File: src/rtl/ball_link_rx.sv
// ball_link_rx: receive side of the inter-board ball hand-off link.
// Deserialises the 6-byte UART frame, validates it and offers the decoded
// ball state to the game controller over a valid/ready handshake.
module ball_link_rx #(
    parameter int         CLKS_PER_BIT = 217,
    parameter int         TIMEOUT_CLKS = 8680,
    parameter int         Y_MAX        = 479,
    parameter logic [7:0] SYNC_BYTE    = 8'hA5
) (
    input  logic       clk_25MHZ,
    input  logic       reset,
    input  logic       rx_serial,
    input  logic       ball_ready,
    output logic       ball_valid,
    output logic [9:0] ball_y,
    output logic [9:0] ball_y_vel,
    output logic [1:0] ball_type,
    output logic       peer_game_over,
    output logic       err_pulse,
    output logic       overrun_pulse,
    output logic [7:0] err_count
);

    localparam int BIT_CW = (CLKS_PER_BIT > 2) ? $clog2(CLKS_PER_BIT) : 1;
    localparam int TO_CW  = (TIMEOUT_CLKS > 2) ? $clog2(TIMEOUT_CLKS) : 1;
    localparam logic [BIT_CW-1:0] HALF_LAST = BIT_CW'(CLKS_PER_BIT / 2 - 1);
    localparam logic [BIT_CW-1:0] FULL_LAST = BIT_CW'(CLKS_PER_BIT - 1);
    localparam logic [TO_CW-1:0]  TO_LAST   = TO_CW'(TIMEOUT_CLKS - 1);
    localparam logic [9:0]        Y_LIMIT   = 10'(Y_MAX);

    typedef enum logic [1:0] {B_IDLE, B_START, B_DATA, B_STOP} bit_state_t;
    typedef enum logic [2:0] {HUNT, GET_YHI, GET_YLO, GET_VEL, GET_INFO, GET_CSUM} frame_state_t;

    logic rx_meta, rx_sync;

    bit_state_t        bit_state, bit_next;
    logic [BIT_CW-1:0] bit_cnt, bit_cnt_next;
    logic [2:0]        bit_idx, bit_idx_next;
    logic [7:0]        shreg, shreg_next;
    logic              byte_done, framing_err;

    frame_state_t     frame_state, frame_next;
    logic [TO_CW-1:0] to_cnt;
    logic [7:0]       y_hi, y_lo, vel, info, csum;
    logic             fields_ok, frame_ok, frame_bad;

    // Two-flop synchroniser; resets to the idle (high) line level.
    always_ff @(posedge clk_25MHZ) begin
        // NOTE: non-blocking (<=) so both stages sample pre-edge values; blocking
        // here would collapse the synchroniser into a single flop.
        if (!reset) begin
            rx_meta <= 1'b1;
            rx_sync <= 1'b1;
        end else begin
            rx_meta <= rx_serial;
            rx_sync <= rx_meta;
        end
    end

    // Bit-level FSM state and datapath registers.
    always_ff @(posedge clk_25MHZ) begin
        if (!reset) begin
            bit_state <= B_IDLE;
            bit_cnt   <= '0;
            bit_idx   <= '0;
            shreg     <= '0;
        end else begin
            bit_state <= bit_next;
            bit_cnt   <= bit_cnt_next;
            bit_idx   <= bit_idx_next;
            shreg     <= shreg_next;
        end
    end

    // Bit-level next state: mid-bit sampling; byte_done/framing_err fire in the stop-sample cycle.
    always_comb begin
        // NOTE: every signal driven here gets a default first, so no branch can infer a latch.
        bit_next     = bit_state;
        bit_cnt_next = bit_cnt + 1'b1;
        bit_idx_next = bit_idx;
        shreg_next   = shreg;
        byte_done    = 1'b0;
        framing_err  = 1'b0;
        case (bit_state)
            B_IDLE: begin
                bit_cnt_next = '0;
                if (!rx_sync) bit_next = B_START;
            end
            B_START: begin
                if (bit_cnt == HALF_LAST) begin
                    bit_cnt_next = '0;
                    bit_idx_next = '0;
                    bit_next     = rx_sync ? B_IDLE : B_DATA;
                end
            end
            B_DATA: begin
                if (bit_cnt == FULL_LAST) begin
                    bit_cnt_next = '0;
                    shreg_next   = {rx_sync, shreg[7:1]};
                    bit_idx_next = bit_idx + 1'b1;
                    if (bit_idx == 3'd7) bit_next = B_STOP;
                end
            end
            B_STOP: begin
                if (bit_cnt == FULL_LAST) begin
                    bit_cnt_next = '0;
                    bit_next     = B_IDLE;
                    byte_done    = rx_sync;
                    framing_err  = !rx_sync;
                end
            end
            default: bit_next = B_IDLE;
        endcase
    end

    // Byte-level FSM state register.
    always_ff @(posedge clk_25MHZ) begin
        if (!reset) frame_state <= HUNT;
        else        frame_state <= frame_next;
    end

    assign fields_ok = (y_hi[7:2] == 6'd0) && (info[7:3] == 5'd0) && ({y_hi[1:0], y_lo} <= Y_LIMIT);

    // Byte-level next state: frame sequencing, final validation, discard conditions.
    always_comb begin
        frame_next = frame_state;
        frame_ok   = 1'b0;
        frame_bad  = 1'b0;
        if (framing_err && frame_state != HUNT) begin
            frame_bad  = 1'b1;
            frame_next = HUNT;
        end else if (byte_done) begin
            case (frame_state)
                HUNT:     if (shreg == SYNC_BYTE) frame_next = GET_YHI;
                GET_YHI:  frame_next = GET_YLO;
                GET_YLO:  frame_next = GET_VEL;
                GET_VEL:  frame_next = GET_INFO;
                GET_INFO: frame_next = GET_CSUM;
                GET_CSUM: begin
                    frame_next = HUNT;
                    frame_ok   = fields_ok && (shreg == csum);
                    frame_bad  = !(fields_ok && (shreg == csum));
                end
                default:  frame_next = HUNT;
            endcase
        end else if (frame_state != HUNT && to_cnt == TO_LAST) begin
            frame_bad  = 1'b1;
            frame_next = HUNT;
        end
    end

    // Field capture, running checksum and inter-byte timeout counter.
    always_ff @(posedge clk_25MHZ) begin
        if (!reset) begin
            to_cnt <= '0;
            y_hi   <= '0;
            y_lo   <= '0;
            vel    <= '0;
            info   <= '0;
            csum   <= '0;
        end else begin
            if (frame_state == HUNT || byte_done) to_cnt <= '0;
            else                                  to_cnt <= to_cnt + 1'b1;
            if (byte_done) begin
                case (frame_state)
                    HUNT:     csum <= '0;
                    GET_YHI:  begin y_hi <= shreg; csum <= csum ^ shreg; end
                    GET_YLO:  begin y_lo <= shreg; csum <= csum ^ shreg; end
                    GET_VEL:  begin vel  <= shreg; csum <= csum ^ shreg; end
                    GET_INFO: begin info <= shreg; csum <= csum ^ shreg; end
                    default:  ;
                endcase
            end
        end
    end

    // Output registers: load on accept, hold while stalled, drop valid after a transfer.
    always_ff @(posedge clk_25MHZ) begin
        if (!reset) begin
            ball_valid     <= 1'b0;
            ball_y         <= '0;
            ball_y_vel     <= '0;
            ball_type      <= '0;
            peer_game_over <= 1'b0;
            err_pulse      <= 1'b0;
            overrun_pulse  <= 1'b0;
            err_count      <= '0;
        end else begin
            err_pulse     <= frame_bad;
            overrun_pulse <= frame_ok && ball_valid && !ball_ready;
            if (frame_bad && err_count != 8'hFF) err_count <= err_count + 8'd1;
            if (frame_ok) begin
                ball_valid     <= 1'b1;
                ball_y         <= {y_hi[1:0], y_lo};
                ball_y_vel     <= {{2{vel[7]}}, vel};
                ball_type      <= info[1:0];
                peer_game_over <= info[2];
            end else if (ball_valid && ball_ready) begin
                ball_valid <= 1'b0;
            end
        end
    end

endmodule

File: config.mk
export PLATFORM = sky130hd
export DESIGN_NAME = ball_link_rx
export DESIGN_NICKNAME = d
export VERILOG_FILES = /design/src/rtl/ball_link_rx.sv
export SDC_FILE = /design/constraint.sdc
export NUM_CORES = 1
export LEC_CHECK = 0
export CAP_MARGIN = 15
export CELL_PAD_IN_SITES_DETAIL_PLACEMENT = 0
export CELL_PAD_IN_SITES_GLOBAL_PLACEMENT = 1
export CORE_ASPECT_RATIO = 1.5
export CORE_MARGIN = 2
export CORE_UTILIZATION = 47
export CTS_CLUSTER_DIAMETER = 150
export CTS_CLUSTER_SIZE = 28
export DETAILED_ROUTE_END_ITERATION = 8
export PLACE_DENSITY = 0.8
export SYNTH_ARGS = -nofsm -noshare
export SYNTH_HDL_FRONTEND = slang
export SYNTH_SLANG_ARGS = --single-unit
File: constraint.sdc
create_clock -name clk_25MHZ -period 3.32 [get_ports clk_25MHZ]
set_input_delay 0.498 -clock clk_25MHZ [delete_from_list [all_inputs] [get_ports clk_25MHZ]]
set_output_delay 0.498 -clock clk_25MHZ [all_outputs]
set_load 0.005 [all_outputs]
==> results.toml, run 1 <==
[floorplan]
die_h_um = 126
initial_core_util = 0.482
core_mm2 = 0.00963
die_x_um = 85.2
rows = 44
dieArea_mm2 = 0.0107
ioPinCount = 38

[global_route]
use_met2 = 0.294
grt_max_degree = 75
gr-usage-met1 = 0.237
top_usage_layer = "met2"
grt_first_pass_wirelength_um = 15900
gr-total-overflow = 0
grt_use_total = 0.182
use_met3 = 0.0360
grt_pass1_vias = 3323
antenna_found_initial = 0

[pwr]
p_total_mw = 2.42
sw_frac_of_total = 0.210
seqPwrFrac = 0.558
p_comb_frac = 0.012
peakVddDrop_v = 0.000289
power_switching_mw = 0.507
intPower_mw = 1.91
p_per_area_mw_per_mm2 = 447
p_leak_nw = 1.94
p_clk_frac = 0.430

[detailed_routing]
dr.pass1.iters = 4
antenna_left = 0
vias_per_cell = 5.39
wl_per_cell_um = 14.2
dr_total_vias = 3490
routed_wl_um = 9220
drc = 0
drt_iter0_drc = 198

[logic_synthesis]
post_synth.cell_area_avg_um2 = 9.30
synth_edf_count = 0
synth_warnings = 0
syn-cell-area_mm2 = 0.00465
synth_nets = 510
synth.area.top_cells = "dfxtp_1 48%, mux2i_1 13%, nor2_1 8.3%"
synth_top_area_cell = "dfxtp_1"
ys_types = 46
synth.top_cell.area_share = 0.482
ys_seq_area_frac = 0.482
postSynthCellCount = 500
ys_top_cells_by_count = "112 x dfxtp_1, 103 x nor2_1, 61 x mux2i_1"
async_flop_share = 0
ys_ff_latch = 112
synth_ff_type = "dfxtp_1"
yosysMostFrequentCell = "dfxtp_1"

[setup_path]
startpoint = "bit_cnt[0]"
r2r-end = "ball_y_vel[5]"
reg2reg_slack_ps = 840
start_kind = "flop"
cpPeakStageDelay_ps = 450
cp_data_arrival_time_ps = 2710
path_cells = "inv_1, ha_1, and4b_1, nand3_4, or3_4, nor4_4, buf_4, mux2i_1, nor2_1"
r2r_start = "bit_cnt[0]"
ff2ff_path_depth = 9
cp_slowest_cell = "or3_4"
end_kind = "flop"
critPathKind = "reg2reg"
crit_fanout = 20
required_ps = 3550

[cts]
cts_tree = "yes"
clock_latency_ps = 350
ctsHoldBuffers = 0
post_cts_buffers = 0
clkTransAtPathRegs_ps = 70
htree_levels = 3
cts-root-buf = "clkbuf_16"
cts_resized = 0
cts_made_buffers = 9
cts_buffer_depth = 2
clkSinkCount = 112

[placement]
dpl.cell_count = 632
place_congestion = 0.734
port_buffers = 37
dp_hpwl_um = 6240

[sta]
rsz0062_at_grt = "no"
fin_crit_sh = 0.746
hold_viol_final = 0
whs_ps = 417
tns_ps = 0
max_freq_ghz = 0.404
min_period_ps = 2480
slew_headroom = 0.542
setup_viol = 0
worst_pin_slew_ps = 685
fin_skew_ps = 5.97
drv_slew = 0

[layout]
diodes = 0
seqCellArea_mm2 = 0.00224
n_fill_cell = 865
multi_input_area_mm2 = 0.00225
layout-area-overhead-vs-synth_pct = 16.4
final_cells = 648
final_nets = 538
drive_gt1_frac = 0.0638

[run_status]
run_status = "completed"

[min_path]
worstHoldPathType = "reg2reg"
hold_end = "rx_sync"
hold_depth = 1
hp-start = "rx_meta"

[flow_run]
cap_violations = 0
==> registers in the layout, indices dropped and copies added (netlist names), 2 cells and up, named ones only <==
name,cells
csum,8
info,8
y_hi,8
ball_y_vel,8
ball_type,2
shreg,8
y_lo,8
bit_idx,3
frame_state,3
vel,8
err_count,8
bit_cnt,8
to_cnt,14
ball_y,10
==> final cells by class <==
type,count,area share
well taps,115,0.0266
inverters,8,0.00555
clock buffers,11,0.0467
repair buffers,47,0.0846
clock inverters,5,0.00671
flip-flops and latches,112,0.414
multi-input cells,350,0.415
==> power groups by stage <==
stage / Sequential [mW] / Combinational, mW / Clock (mW)
2_1_floorplan: 1.38 / 0.0220 / 0
3_3_place_gp: 1.38 / 0.0304 / 0
3_5_place_dp: 1.38 / 0.0307 / 0
4_1_cts: 1.35 / 0.0307 / 1.08
5_1_grt: 1.35 / 0.0332 / 1.12
6_report: 1.35 / 0.0301 / 1.04
==> per-stage QoR <==
stage                     area, µm²  setup slack [ps]   util
after detailed placement       5120               840  0.532
final                          5410               842  0.562
after global placement         5120               869  0.532
after CTS                      5410               828  0.562
after global routing           5410               606  0.562
after floorplan                4650              1160      -
==> logic make-up (layout without fill, tap and decap cells) <==
family          count (synthesis)  in the layout  share of synthesized area
buf+inv                        38             71                     0.0355
fa+ha+maj                       6              6                     0.0162
flops                         112            112                      0.482
xor+xnor                       26             26                     0.0490
compound gates                 48             48                     0.0649
simple gates                  209            209                      0.221
mux                            61             61                      0.131
==> metal layers <==
metal  up-vias  wire, µm
met5         -         0
met4         0       170
met3        13       320
met2        63      4500
met1      1648      4230
li1       1766         -
==> worst max-delay path by stage <==
stage	end	slack [ps]	cells after the start
detailed placement	ball_y[5]	840	9
global route	vel[2]	610	8
finish	ball_y_vel[5]	840	9
CTS	ball_y[1]	830	9
floorplan	err_count[7]	1160	9
global placement	ball_y_vel[4]	870	9
==> critical path, delay by kind of cell (launching register included) <==
family | cells | cell delay (ps)
flops | 1 | 340
fa+ha+maj | 1 | 140
simple gates | 5 | 1160
mux | 1 | 250
buf+inv | 2 | 460
==> placed cells by master (no fill, tap or decap), types with 4 or more instances in the layout <==
cell type        Yosys  final
a21oi_1             18     18
nand3b_1            10     10
clkbuf_16            0      9
ha_1                 6      6
or4_1                4      4
nor3_1               6      6
mux2i_1             61     61
inv_1                7      7
nand2_1             31     31
o31ai_1              5      5
o21ai_0             12     12
buf_4                4      9
nor2_1             103    103
clkdlybuf4s50_1      0     37
and3_1              10     10
xnor2_1             15     15
xor2_1              11     11
nand3_1             13     13
dfxtp_1            112    112
nand4_1              7      7
(Power assumes the default switching activity.)
==> run 2: changes to the inputs <==
--- a/config.mk
+++ b/config.mk
@@ -10,11 +10,11 @@
 export CELL_PAD_IN_SITES_GLOBAL_PLACEMENT = 1
 export CORE_ASPECT_RATIO = 1.5
 export CORE_MARGIN = 2
-export CORE_UTILIZATION = 47
+export CORE_UTILIZATION = 44
 export CTS_CLUSTER_DIAMETER = 150
 export CTS_CLUSTER_SIZE = 28
 export DETAILED_ROUTE_END_ITERATION = 8
-export PLACE_DENSITY = 0.8
+export PLACE_DENSITY = 0.75
 export SYNTH_ARGS = -nofsm -noshare
 export SYNTH_HDL_FRONTEND = slang
 export SYNTH_SLANG_ARGS = --single-unit
==> constraint.sdc (replaced) <==
create_clock -name clk_25MHZ -period 2.35 [get_ports clk_25MHZ]
set_input_delay 0.3525 -clock clk_25MHZ [delete_from_list [all_inputs] [get_ports clk_25MHZ]]
set_output_delay 0.3525 -clock clk_25MHZ [all_outputs]
set_load 0.005 [all_outputs]
==> run 2 against run 1 <==
Effect of this change:
- first-iteration DRC count down 22%
- clock skew grew 0.81 ps
- global-route usage fell by 0.37 points
- register-to-register slack got worse by 710 ps
- final area rose by 4.3%
- via count grew 0.95%
- largest power group unchanged
- highest routed layer unchanged
==> results.toml, run 2 (same netlist as run 1, synthesis figures left out) <==
[run_status]
run_status = "completed"

[placement]
port_buffers = 37
dp_hpwl_um = 6620
place_congestion = 0.776

[sta]
max_freq_ghz = 0.450
setup_viol = 0
rsz0062_at_grt = "no"
min_period_ps = 2220
fin_crit_sh = 0.946
worst_pin_slew_ps = 1040
drv_slew = 0
hold_viol_final = 0
tns_ps = 0
slew_headroom = 0.301
fin_skew_ps = 6.78

[setup_path]
cp_data_arrival_time_ps = 2510
path_cells = "inv_1, ha_1, and4b_2, nand3_4, buf_4, mux2i_4, a2bb2oi_4, or4_1, a21oi_1"
r2r-end = "err_count[5]"
reg2reg_slack_ps = 130
r2r_start = "bit_cnt[0]"
worstSetupPathDepth = 9
ff2ff_path_depth = 9
path_delay_family = "simple AND/OR/NAND/NOR gates"
required_ps = 2640
critPathCapture = "err_count[5]"
cpPeakStageDelay_ps = 510
cp_slowest_cell = "or4_1"
end_kind = "flop"
start_kind = "flop"
crit_fanout = 8
critPathBufInv = 2
startpoint = "bit_cnt[0]"
critPathKind = "reg2reg"

[cts]
cts_buffer_depth = 2
clock_latency_ps = 350
clkSinkCount = 112
cts_made_buffers = 9
ctsHoldBuffers = 0
htree_levels = 3
clkTransAtPathRegs_ps = 70
cts-root-buf = "clkbuf_16"
cts_tree = "yes"

[layout]
layout-area-overhead-vs-synth_pct = 21.4
multi_input_area_mm2 = 0.00229
layout_common_cells = "112 x dfxtp_1, 103 x nor2_1, 60 x mux2i_1, 37 x clkdlybuf4s50_1, 31 x nand2_1"
drive_gt1_frac = 0.0964
reg.largest.list = "to_cnt x14, ball_y x10"
final_common_cell = "dfxtp_1"
diodes = 0
finish.utilization = 0.542
n_fill_cell = 978
largest_reg_flops = 14
final_nets = 555
seqCellArea_mm2 = 0.00224
top_register = "to_cnt"

[detailed_routing]
drt_iter0_drc = 154
vias_per_cell = 5.08
routed_wl_um = 9760
drc = 0
dr_total_vias = 3523
dr.pass1.iters = 4
wl_per_cell_um = 14.1
antenna_left = 0

[global_route]
top_usage_layer = "met2"
antenna_found_initial = 0
use_met2 = 0.300
grt_pass1_vias = 3261
grt_max_degree = 50
gr-total-overflow = 0
gr-usage-met1 = 0.225
use_met3 = 0.0329
grt_use_total = 0.178
grt_first_pass_wirelength_um = 16000

[floorplan]
die_h_um = 130
die_x_um = 87.9
ioPinCount = 38
rows = 46
core_mm2 = 0.0104
initial_core_util = 0.446
dieArea_mm2 = 0.0114

[pwr]
p_per_area_mw_per_mm2 = 624
p_leak_nw = 2.02
peakVddDrop_v = 0.000357

[min_path]
hp-start = "rx_meta"
hold_depth = 1
worstHoldPathType = "reg2reg"

[flow_run]
cap_violations = 0
==> run 2: routing by layer <==
metal,share of wire,vias to the layer above
met2,0.50,43
met4,0.016,0
met3,0.029,15
met1,0.46,1663
met5,0,-
li1,-,1802
==> run 2: worst reg2reg max path: stages, from the launching register on <==
cell and delay, ps:
dfxtp_1 380, inv_1 70, ha_1 190, and4b_2 250, nand3_4 90, buf_4 130, mux2i_4 270, a2bb2oi_4 120
or4_1 510, a21oi_1 140
==> run 2: how the worst min path moves through the flow <==
stage,end,slack [ps]
after detailed placement,rx_sync,410
final,rx_sync,420
after floorplan,rx_sync,390
after CTS,rx_sync,430
after global routing,ball_y[9],460
after global placement,rx_sync,400
==> run 2: power breakdown <==
group          switching, mW  total, mW  internal [mW]
clock                  0.702       1.57          0.866
sequential           0.00314       1.90           1.90
combinational         0.0332     0.0495         0.0162
==> run 2: what timing repair did <==
item,in CTS,in global routing
pin swaps,0,1
gates cloned,0,1
gates resized for setup,1,4
buffers inserted,0,2
endpoints found under the setup margin,2,6
==> run 2: final cells by class <==
class / count / area share
multi-input combinational: 351 / 0.406
sequential: 112 / 0.397
timing repair buffer: 63 / 0.105
clock buffer: 11 / 0.0430
tap: 144 / 0.0319
clock inverter: 5 / 0.0115
inverter: 8 / 0.00532
==> run 2: per-stage QoR <==
stage	area, µm²	total power [mW]	hold WS [ps]	worst slack, ps	cells
2_1_floorplan	4650	1.98	386	192	500
3_3_place_gp	5280	2.00	399	101	675
3_5_place_dp	5280	2.00	415	38.2	675
4_1_cts	5580	3.57	430	17.1	691
5_1_grt	5640	3.65	463	11.5	694
6_report	5640	3.52	421	127	694
==> run 3: changes to the inputs <==
--- a/config.mk
+++ b/config.mk
@@ -8,7 +8,6 @@
 export CAP_MARGIN = 15
 export CELL_PAD_IN_SITES_DETAIL_PLACEMENT = 0
 export CELL_PAD_IN_SITES_GLOBAL_PLACEMENT = 1
-export CORE_ASPECT_RATIO = 1.5
 export CORE_MARGIN = 2
 export CORE_UTILIZATION = 44
 export CTS_CLUSTER_DIAMETER = 150
==> run 3 against run 2 <==
Effect of this change:
- via count up 0.34%
- register-to-register slack got worse by 30 ps
- first-iteration DRC count decreased by 23%
- sequential power is essentially flat
- largest power group unchanged
- highest routed layer unchanged
==> results.toml, run 3 (same netlist as run 1, synthesis figures left out) <==
[run_status]
run_status = "completed"

[cts]
clkSinkCount = 112
cts_tree = "yes"
cts-root-buf = "clkbuf_8"
cts_made_buffers = 9
htree_levels = 3
cts_buffer_depth = 2
clock_latency_ps = 370
clkTransAtPathRegs_ps = 110
ctsHoldBuffers = 0

[sta]
fin_skew_ps = 14.4
fin_crit_sh = 0.959
setup_viol = 0
hold_viol_final = 0
max_freq_ghz = 0.444
min_period_ps = 2250
finalWorstSetupSlack_ps = 95.3
tns_ps = 0
worst_pin_slew_ps = 558
drv_slew = 0
slew_headroom = 0.627

[floorplan]
die_h_um = 107
initial_core_util = 0.452
dieArea_mm2 = 0.0114
die_x_um = 107
core_mm2 = 0.0103
ioPinCount = 38
rows = 37

[global_route]
grt_use_total = 0.175
gr-total-overflow = 0
grt_max_degree = 46
grt_pass1_vias = 3311
antenna_found_initial = 0
grt_first_pass_wirelength_um = 16200

[layout]
finish.utilization = 0.540
top_register = "to_cnt"
reg.largest.list = "to_cnt x14, ball_y x10"
drive_gt1_frac = 0.102
postLayoutCellArea_mm2 = 0.00555
final_cells = 684
diodes = 0
layout_common_cells = "111 x dfxtp_1, 103 x nor2_1, 60 x mux2i_1, 37 x clkdlybuf4s50_1, 31 x nand2_1"
final_common_cell = "dfxtp_1"
n_fill_cell = 958
final_nets = 553
layout-area-overhead-vs-synth_pct = 19.4
largest_reg_flops = 14

[detailed_routing]
routed_wl_um = 9670
dr.pass1.iters = 5
wl_per_cell_um = 14.1
drc = 0
drt_iter0_drc = 119
vias_per_cell = 5.17
antenna_left = 0
dr_total_vias = 3535

[flow_run]
cap_violations = 0

[pwr]
p_per_area_mw_per_mm2 = 576
p_leak_nw = 1.98
peakVddDrop_v = 0.000301

[setup_path]
cp_data_arrival_time_ps = 2530
startpoint = "y_hi[1]"
crit_fanout = 7
r2r_start = "y_hi[1]"
critPathKind = "reg2reg"
start_kind = "flop"
required_ps = 2630
end_kind = "flop"

[placement]
place_ws_ps = -10.1
port_buffers = 37
dp_hpwl_um = 6460
dpl.cell_count = 667
dpl_cell_area_mm2 = 0.00527
place_congestion = 0.820

[min_path]
worstHoldPathType = "reg2reg"
hp-start = "rx_meta"
## run 3: cell type report
| type | instances | area (µm²) | area share |
|---|---|---|---|
| multi-input combinational | 351 | 2300 | 0.415 |
| inverter | 8 | 30.0 | 0.00541 |
| clock buffer | 10 | 138 | 0.0248 |
| sequential | 112 | 2240 | 0.404 |
| tap | 136 | 170 | 0.0307 |
| clock inverter | 6 | 88.8 | 0.0160 |
| timing repair buffer | 61 | 576 | 0.104 |
## run 3: metal layers
| layer | vias up | part of all wire | track usage | wire [µm] |
|---|---|---|---|---|
| met2 | 51 | 0.44 | 0.267 | 4260 |
| met3 | 6 | 0.026 | 0.0322 | 256 |
| met1 | 1684 | 0.52 | 0.253 | 5070 |
| li1 | 1794 | - | - | - |
| met5 | - | 0 | 0 | 0 |
| met4 | 0 | 0.0086 | 0.0501 | 83 |
## run 3: timing repair
item	4_1_cts	5_1_grt
buffers inserted	0	0
endpoints found under the setup margin	3	8
pin swaps	0	1
resized for setup	1	8
gates cloned	0	1
## run 3: worst paths after layout
check / to / slack, ps / cells past startpoint
setup / recovery: err_count[6] / 100 / 6
hold / removal: rx_sync / 420 / 1
setup reg to reg: err_count[6] / 100 / 6
hold reg to reg: rx_sync / 420 / 1
## run 3: power by group
part	switching (mW)	leakage, nW	internal (mW)
sequential	0.00323	0.903	1.90
combinational	0.0329	0.966	0.0151
clock	0.694	0.113	0.550
total	0.730	1.98	2.47
## run 3: through the flow
step                hold WS (ps)  power, mW
floorplan                    386       1.98
global placement             395       1.99
detailed placement           394       1.99
CTS                          422       3.24
global route                 430       3.31
finish                       420       3.20
## run 3: critical path, stage by stage (launching register included)
cell and delay (ps):
dfxtp_1 330, nor4_1 370, nand4_1 300, nor3_2 430, a2bb2oi_2 360, nor2b_1 90
o221a_2 270
